## src/rtl/hazard_ctrl.sv

```systemverilog
// hazard_ctrl -- ID-stage hazard controller for the 5-stage MIPS core.
//
// Sequences load-use bubbles, IF/ID flushes on taken branches, and a
// whole-pipeline freeze while a variable-latency data-memory access in MEM
// completes. A watchdog aborts a wait that never gets an ack.
//
// Optional feature macro: HAZARD_PERF_CNT_EN (adds stall/flush perf counters).
//
// Ports:
//   clk_i, rst_i            clock, synchronous active-high reset
//   IDEX_MemRead_i          instruction in EX is a load
//   IDEX_RegisterRt_i       load destination in EX
//   IFID_RegisterRs_i/Rt_i  source registers of instruction in ID
//   Branch_taken_i          branch in ID resolved taken
//   EXMEM_MemRead_i/Write_i memory op present in MEM
//   DMem_ack_i              data memory completes current access
//   DMem_req_o              data memory request (level)
//   IsHazzard_o             insert bubble into ID/EX
//   PC_write_o              PC update enable
//   IFID_write_o            IF/ID register enable
//   IFID_flush_o            clear IF/ID to NOP
//   Freeze_o                hold ID/EX, EX/MEM, MEM/WB
//   Timeout_err_o           sticky watchdog error
//   Stall_cnt_o/Flush_cnt_o saturating perf counters (macro only)
//
// Handshake: DMem_req_o is a level request; an access completes in the
// cycle DMem_ack_i is sampled high while the request is up, and the
// pipeline advances on that cycle's clock edge. An ack with no request
// pending is ignored.

module hazard_ctrl #(
  parameter int REG_W   = 5,
  parameter int TIMEOUT = 64
) (
  input  logic             clk_i,
  input  logic             rst_i,
  input  logic             IDEX_MemRead_i,
  input  logic [REG_W-1:0] IDEX_RegisterRt_i,
  input  logic [REG_W-1:0] IFID_RegisterRs_i,
  input  logic [REG_W-1:0] IFID_RegisterRt_i,
  input  logic             Branch_taken_i,
  input  logic             EXMEM_MemRead_i,
  input  logic             EXMEM_MemWrite_i,
  input  logic             DMem_ack_i,
  output logic             DMem_req_o,
  output logic             IsHazzard_o,
  output logic             PC_write_o,
  output logic             IFID_write_o,
  output logic             IFID_flush_o,
  output logic             Freeze_o,
`ifdef HAZARD_PERF_CNT_EN
  output logic [31:0]      Stall_cnt_o,
  output logic [31:0]      Flush_cnt_o,
`endif
  output logic             Timeout_err_o
);

  localparam logic [0:0] S_RUN      = 1'b0;
  localparam logic [0:0] S_MEM_WAIT = 1'b1;

  localparam int              WD_W    = $clog2(TIMEOUT);
  localparam logic [WD_W-1:0] WD_LAST = WD_W'(TIMEOUT - 1);

  logic [0:0]      state_q, state_d;
  logic [WD_W-1:0] wd_q, wd_d;
  logic            err_q, err_d;

  logic memop;
  logic in_wait;
  logic wd_expire;
  logic lu;
  logic req;
  logic freeze;

  assign memop   = EXMEM_MemRead_i | EXMEM_MemWrite_i;
  assign in_wait = (state_q == S_MEM_WAIT);

  // Last allowed wait cycle with no ack: abort and let the instruction advance.
  assign wd_expire = in_wait & ~DMem_ack_i & (wd_q == WD_LAST);

  assign req    = (~in_wait & memop) | in_wait;
  assign freeze = req & ~DMem_ack_i & ~wd_expire;

  assign lu = IDEX_MemRead_i & (IDEX_RegisterRt_i != '0) &
              ((IDEX_RegisterRt_i == IFID_RegisterRs_i) |
               (IDEX_RegisterRt_i == IFID_RegisterRt_i));

  // Next-state logic for the memory handshake FSM and watchdog.
  always_comb begin
    state_d = state_q;
    wd_d    = wd_q;
    err_d   = err_q;
    case (state_q)
      S_RUN: begin
        if (memop && !DMem_ack_i) begin
          state_d = S_MEM_WAIT;
          wd_d    = '0;
        end
      end
      S_MEM_WAIT: begin
        if (DMem_ack_i) begin
          state_d = S_RUN;
        end else if (wd_expire) begin
          state_d = S_RUN;
          err_d   = 1'b1;
        end else begin
          wd_d = wd_q + 1'b1;
        end
      end
      default: state_d = S_RUN;
    endcase
  end

  // Prioritised hazard outputs: freeze > load-use > branch flush.
  always_comb begin
    IsHazzard_o  = 1'b0;
    PC_write_o   = 1'b0;
    IFID_write_o = 1'b0;
    IFID_flush_o = 1'b0;
    if (freeze) begin
      // everything held
    end else if (lu) begin
      // Coincident taken branch is dropped here; it is re-resolved next cycle.
      IsHazzard_o = 1'b1;
    end else begin
      PC_write_o   = 1'b1;
      IFID_write_o = 1'b1;
      IFID_flush_o = Branch_taken_i;
    end
  end

  always_ff @(posedge clk_i) begin
    if (rst_i) begin
      state_q <= S_RUN;
      wd_q    <= '0;
      err_q   <= 1'b0;
    end else begin
      state_q <= state_d;
      wd_q    <= wd_d;
      err_q   <= err_d;
    end
  end

  assign DMem_req_o    = req;
  assign Freeze_o      = freeze;
  assign Timeout_err_o = err_q;

`ifdef HAZARD_PERF_CNT_EN
  logic [31:0] stall_cnt_q, stall_cnt_d;
  logic [31:0] flush_cnt_q, flush_cnt_d;

  // Saturating counters: hold at all-ones rather than wrap.
  always_comb begin
    stall_cnt_d = stall_cnt_q;
    flush_cnt_d = flush_cnt_q;
    if ((freeze || IsHazzard_o) && (stall_cnt_q != 32'hFFFF_FFFF))
      stall_cnt_d = stall_cnt_q + 32'd1;
    if (IFID_flush_o && (flush_cnt_q != 32'hFFFF_FFFF))
      flush_cnt_d = flush_cnt_q + 32'd1;
  end

  always_ff @(posedge clk_i) begin
    if (rst_i) begin
      stall_cnt_q <= '0;
      flush_cnt_q <= '0;
    end else begin
      stall_cnt_q <= stall_cnt_d;
      flush_cnt_q <= flush_cnt_d;
    end
  end

  assign Stall_cnt_o = stall_cnt_q;
  assign Flush_cnt_o = flush_cnt_q;
`endif

endmodule

```

## config.mk

```make
export PLATFORM = sky130hd
export DESIGN_NAME = hazard_ctrl
export DESIGN_NICKNAME = d
export VERILOG_FILES = /design/src/rtl/hazard_ctrl.sv
export SDC_FILE = /design/constraint.sdc
export NUM_CORES = 1
export LEC_CHECK = 0
export BUFFER_PORTS_ARGS = -buffer_cell sky130_fd_sc_hd__clkbuf_2
export CAP_MARGIN = 10
export CORE_MARGIN = 4
export CORE_UTILIZATION = 40
export CTS_BUF_LIST = sky130_fd_sc_hd__clkbuf_2 sky130_fd_sc_hd__clkbuf_4 sky130_fd_sc_hd__clkbuf_8
export DETAILED_ROUTE_END_ITERATION = 8
export PLACE_DENSITY = 0.7
export SLEW_MARGIN = 20
export SYNTH_ARGS = -nofsm -noshare
export SYNTH_HDL_FRONTEND = slang
export SYNTH_SLANG_ARGS = --single-unit
```

## constraint.sdc

```tcl
create_clock -name clk_i -period 2.7 [get_ports clk_i]
set_clock_uncertainty 0.2 [all_clocks]
set_input_delay 0.54 -clock clk_i [delete_from_list [all_inputs] [get_ports clk_i]]
set_output_delay 0.54 -clock clk_i [all_outputs]
set_load 0.02 [all_outputs]
```

Word level (Yosys, flattened, before mapping) --
Cells that the tools add are included.
Word-level totals: flip-flop bits (word level) 8, input bits 22, output and inout port bits 7, word-level logic and storage cells 42
Operators by class: add/sub/neg operators 1, eq/ne operators 6, multiplexer cells 14, bitwise gates (word level) 13, reduce and logical (&&, ||, !) cells 5
Operators with widths (count):
- 6-bit two-way mux | 3
- 6-bit case mux with 2 select lines | 1
- 5-bit == test | 2
- 1-bit two-way mux | 9
- 1-bit AND | 7
- 6-bit by 1-bit adder with 6-bit output, second input constant | 1
- 6-bit == test, second input constant | 1
- 3-bit AND reduction | 2
- 5-bit nonzero test | 1
- 2-bit inequality test, second input constant | 2
- 1-bit NOT | 3
- 1-bit bitwise OR | 3
- 2-bit by 1-bit inequality test with 1-bit output, second input constant | 1
- 1-bit case mux with 2 select lines | 1
- 1-bit logical AND | 1
- 1-bit zero test | 1

Depth between registers and ports, before layout --
depth in word-level cells 6, gate-level depth with buffers 6, depth with buffers taken out 6

Least setup slack after synthesis --
Ideal clock, no wire load.
path type input-to-output, start input IDEX_RegisterRt_i[1], end output PC_write_o, arrival 1879 ps, data required time 1960 ps, path slack 81 ps, stages 4, buffers on the path 1, cells stage by stage or4_1 > o21a_1 > a21oi_1 > buf_4
On the way: cells in the longest elaborated chain, start to end 5, elaborated cells between the ends (all ways) 8, those cells by class eq/ne (2); mux (2); bitwise (3); reduce/logical (1)
Ends and longest elaborated chain:
- from (decl) | RTL line 38 | input logic [REG_W-1:0] IDEX_RegisterRt_i,
- 5-bit == test, or another cell as far along | RTL line 85 | ((IDEX_RegisterRt_i == IFID_RegisterRs_i) |
- 1-bit bitwise OR or 1-bit AND (tied branches) | RTL line 85, 84
- 1-bit AND (*) | RTL line 84 | assign lu = IDEX_MemRead_i & (IDEX_RegisterRt_i != '0) &
- 1-bit two-way mux (*) (2 in series)
- to (decl) | RTL line 47 | output logic PC_write_o,
Every way passes the cells marked *; elsewhere a longest branch is shown, timed or not.

Worst setup path after layout --
start register wd_q[1], end output IFID_write_o
On the way: cells in the longest elaborated chain, start to end 5
Ends and longest elaborated chain:
- from (decl) | RTL line 65 | logic [WD_W-1:0] wd_q, wd_d;
- from (signal assigned) | RTL line 139 | wd_q <= wd_d;
- 6-bit == test | RTL line 79 | assign wd_expire = in_wait & ~DMem_ack_i & (wd_q == WD_LAST);
- 1-bit AND | RTL line 79
- 1-bit NOT | RTL line 82 | assign freeze = req & ~DMem_ack_i & ~wd_expire;
- 1-bit AND | RTL line 82
- 1-bit two-way mux | RTL line 120 | if (freeze) begin
- to (decl) | RTL line 48 | output logic IFID_write_o,
No other way between the ends.

==> results.yml <==
routing:
  vias_per_cell: 5.14
  firstDrtPassIters: 4
  drt-total-wl_mm: 1.26
  drc: 0
  antenna_left: 0
  drtIter0Drc: 13
  via_count: 571
  wl_per_cell_microns: 11.4
setup_path:
  cp_max_fo: 8
  slowest_stage: "dfxtp_1"
  timing.critical_path.buf_inv: 2
  end_kind: "primary output"
  arrival_ps: 1800
  cp_top_family: "compound AO/OA/AOI/OAI gates"
  path_cells: "ha_1 > and4_4 > a311o_2 > clkinv_2 > a21oi_1 > clkbuf_2"
  slowest_delay_ps: 350
  worst-path-stages: 6
  required_ps: 1960
  reg2reg_slack_ps: 960
  r2r_end: "wd_q[3]"
  crit_type: "reg2out"
  reg2reg_from: "wd_q[0]"
  cp-start-kind: "flip-flop"
  worstRegToRegCells: 5
global_routing:
  grt_max_degree: 9
  met3_usage_pct: 7.97
  grt_overflow: 0
  gr-max-usage-layer: "met2"
  grt_usage_pct: 15.5
  antenna_found_initial: 0
  grt_pass1_vias: 533
  use_met2_pct: 21.8
  grt_pass1_wl_mm: 2.26
  gr-usage-met1_pct: 20.9
cts:
  clk_pin_slew_ps: 60
  htree_levels: 1
  post-cts-setup-buffers: 0
  cts_root_buffer: "clkbuf_4"
  cts_buffers: 3
  cts_max_path_buffers: 2
  clk_latency_ps: 270
  cts.repair.resized: 0
  clkSinkCount: 8
  cts_tree: "done"
place:
  globalplace.congestion: 0.804
  placed_area_sq_um: 688
  dp_hpwl_mm: 1.02
  pre_cts_slack_ps: 214
  portBuffers: 28
power_and_ir_drop:
  leakagePower_nw: 0.309
  power_density_nw_per_um2: 402
  vdd_drop_max_mv: 0.262
sta:
  setup_ws_ps: 156
  relSlewSlack_pct: 80.0
  finalHoldViolCount: 0
  rsz0062_at_grt: "false"
  tightest_slew_ps: 298
  post-route-min-period_ps: 2540
  fmax_ghz: 0.393
  tns_ps: 0
  drv_slew: 0
  setup_viol: 0
  period_share_pct: 94.2
cells_and_area:
  fillers: 128
  drive_gt1_share_pct: 38.5
  num_antenna_cells: 0
  fin_area_sq_um: 711
  syn2layout_area_growth_pct: 30.0
  fin_nets: 121
yosys:
  async_flop_share_pct: 0
  synth_area_per_cell_sq_um: 8.16
  synth-edff-count: 0
  synth.distinct_cells: 29
  ys_warn_count: 0
  syn_inst: 67
  ys.flop_type: "dfxtp_1"
  synth_common_cells: "10 x xnor2_1, 8 x dfxtp_1, 5 x a21oi_1, 5 x nand2_1, 5 x nor2_1"
  yosys.area.top_type_share_pct: 29.3
  yosysTopAreaCell: "dfxtp_1"
  yosysMostFrequentCell: "xnor2_1"
  seq_area_frac_synth_pct: 29.3
  ys_seq_elements: 8
  yosys-top-cells-area: "dfxtp_1 29%, xnor2_1 16%, a21oi_1 4.6%"
  syn_area_sq_um: 547
  synth_nets: 90
floorplan:
  die_w_microns: 45.0
  dieArea_sq_um: 2020
  ioPinCount: 29
  core_area_sq_um: 1300
  rows: 13
  initial_core_util_pct: 42.0
  die_height_microns: 45.0
hold_path:
  holdPathStages: 2
  hold_path.class: "reg2reg"
  min_from: "Timeout_err_o"
  whs_endpoint: "Timeout_err_o"
run:
  cap_viol_max_count: 0
status:
  status: "finished clean"
[worst max path at each step]
stage	endpoint	startpoint	slack, ps
6_report	IFID_write_o	wd_q[1]	160
2_1_floorplan	PC_write_o	IDEX_RegisterRt_i[1]	80
4_1_cts	IsHazzard_o	wd_q[0]	100
3_5_place_dp	IFID_write_o	IDEX_RegisterRt_i[1]	210
3_3_place_gp	PC_write_o	IDEX_RegisterRt_i[1]	220
5_1_grt	PC_write_o	wd_q[0]	5
[final cells by class]
type                       count  area [sq um]  share of cell area (%)
sequential                     8           160                    22.5
timing repair buffer          28           140                    19.7
clock buffer                   3          22.5                    3.17
inverter                       4          16.3                    2.29
tap                           15          18.8                    2.64
multi-input combinational     53           353                    49.6
[timing repair]
item	CTS	global route
hold endpoints to repair	0	0
endpoints found under the setup margin	0	2
hold buffers	0	0
[metal layers]
metal | vias to the layer above | part of all wire [%]
met5 | - | 0
met4 | 0 | 0.63
met3 | 2 | 13
met2 | 20 | 44
met1 | 250 | 43
li1 | 299 | -
[power breakdown]
| group | switching [mW] | internal [mW] | total [mW] |
|---|---|---|---|
| combinational | 0.0354 | 0.0322 | 0.0676 |
| sequential | 0.00194 | 0.120 | 0.122 |
| clock | 0.0452 | 0.0512 | 0.0964 |
| total | 0.0826 | 0.203 | 0.286 |
[per-stage QoR]
stage / util, % / hold WS (ps) / total power [mW] / cells
after detailed placement: 52.9 / 263 / 0.192 / 108
after global routing: 54.6 / 321 / 0.306 / 111
after global placement: 52.9 / 251 / 0.191 / 108
after CTS: 54.6 / 277 / 0.292 / 111
after floorplan: - / 288 / 0.165 / 67
final: 54.6 / 267 / 0.286 / 111
[tightest hold or removal path, cell delays in order, from the launching register on]
cell and delay [ps]:
dfxtp_1 330, a31oi_1 40, nor2_1 70
[layout by cell type, fill, tap and decap left out, drive strengths merged, types with 2 or more instances in the layout]
master,netlist,layout
a211oi,2,2
a21oi,5,5
a31oi,2,2
and3,2,2
clkbuf,0,31
dfxtp,8,8
inv,3,3
nand2,5,5
nand3,4,4
nor2,5,5
o21ai,3,3
xnor2,10,10
[registers in the layout, summed over array words and instances (netlist names)]
name / count
in_wait: 1
Timeout_err_o: 1
wd_q: 6
[cells by family after synthesis]
| family | synth area share [%] |
|---|---|
| compound gates | 19.9 |
| fa+ha+maj | 2.29 |
| buf+inv | 6.18 |
| simple gates | 24.5 |
| mux | 1.83 |
| xor+xnor | 16.0 |
| flops | 29.3 |
No activity file was read; power rests on OpenSTA's default activity.
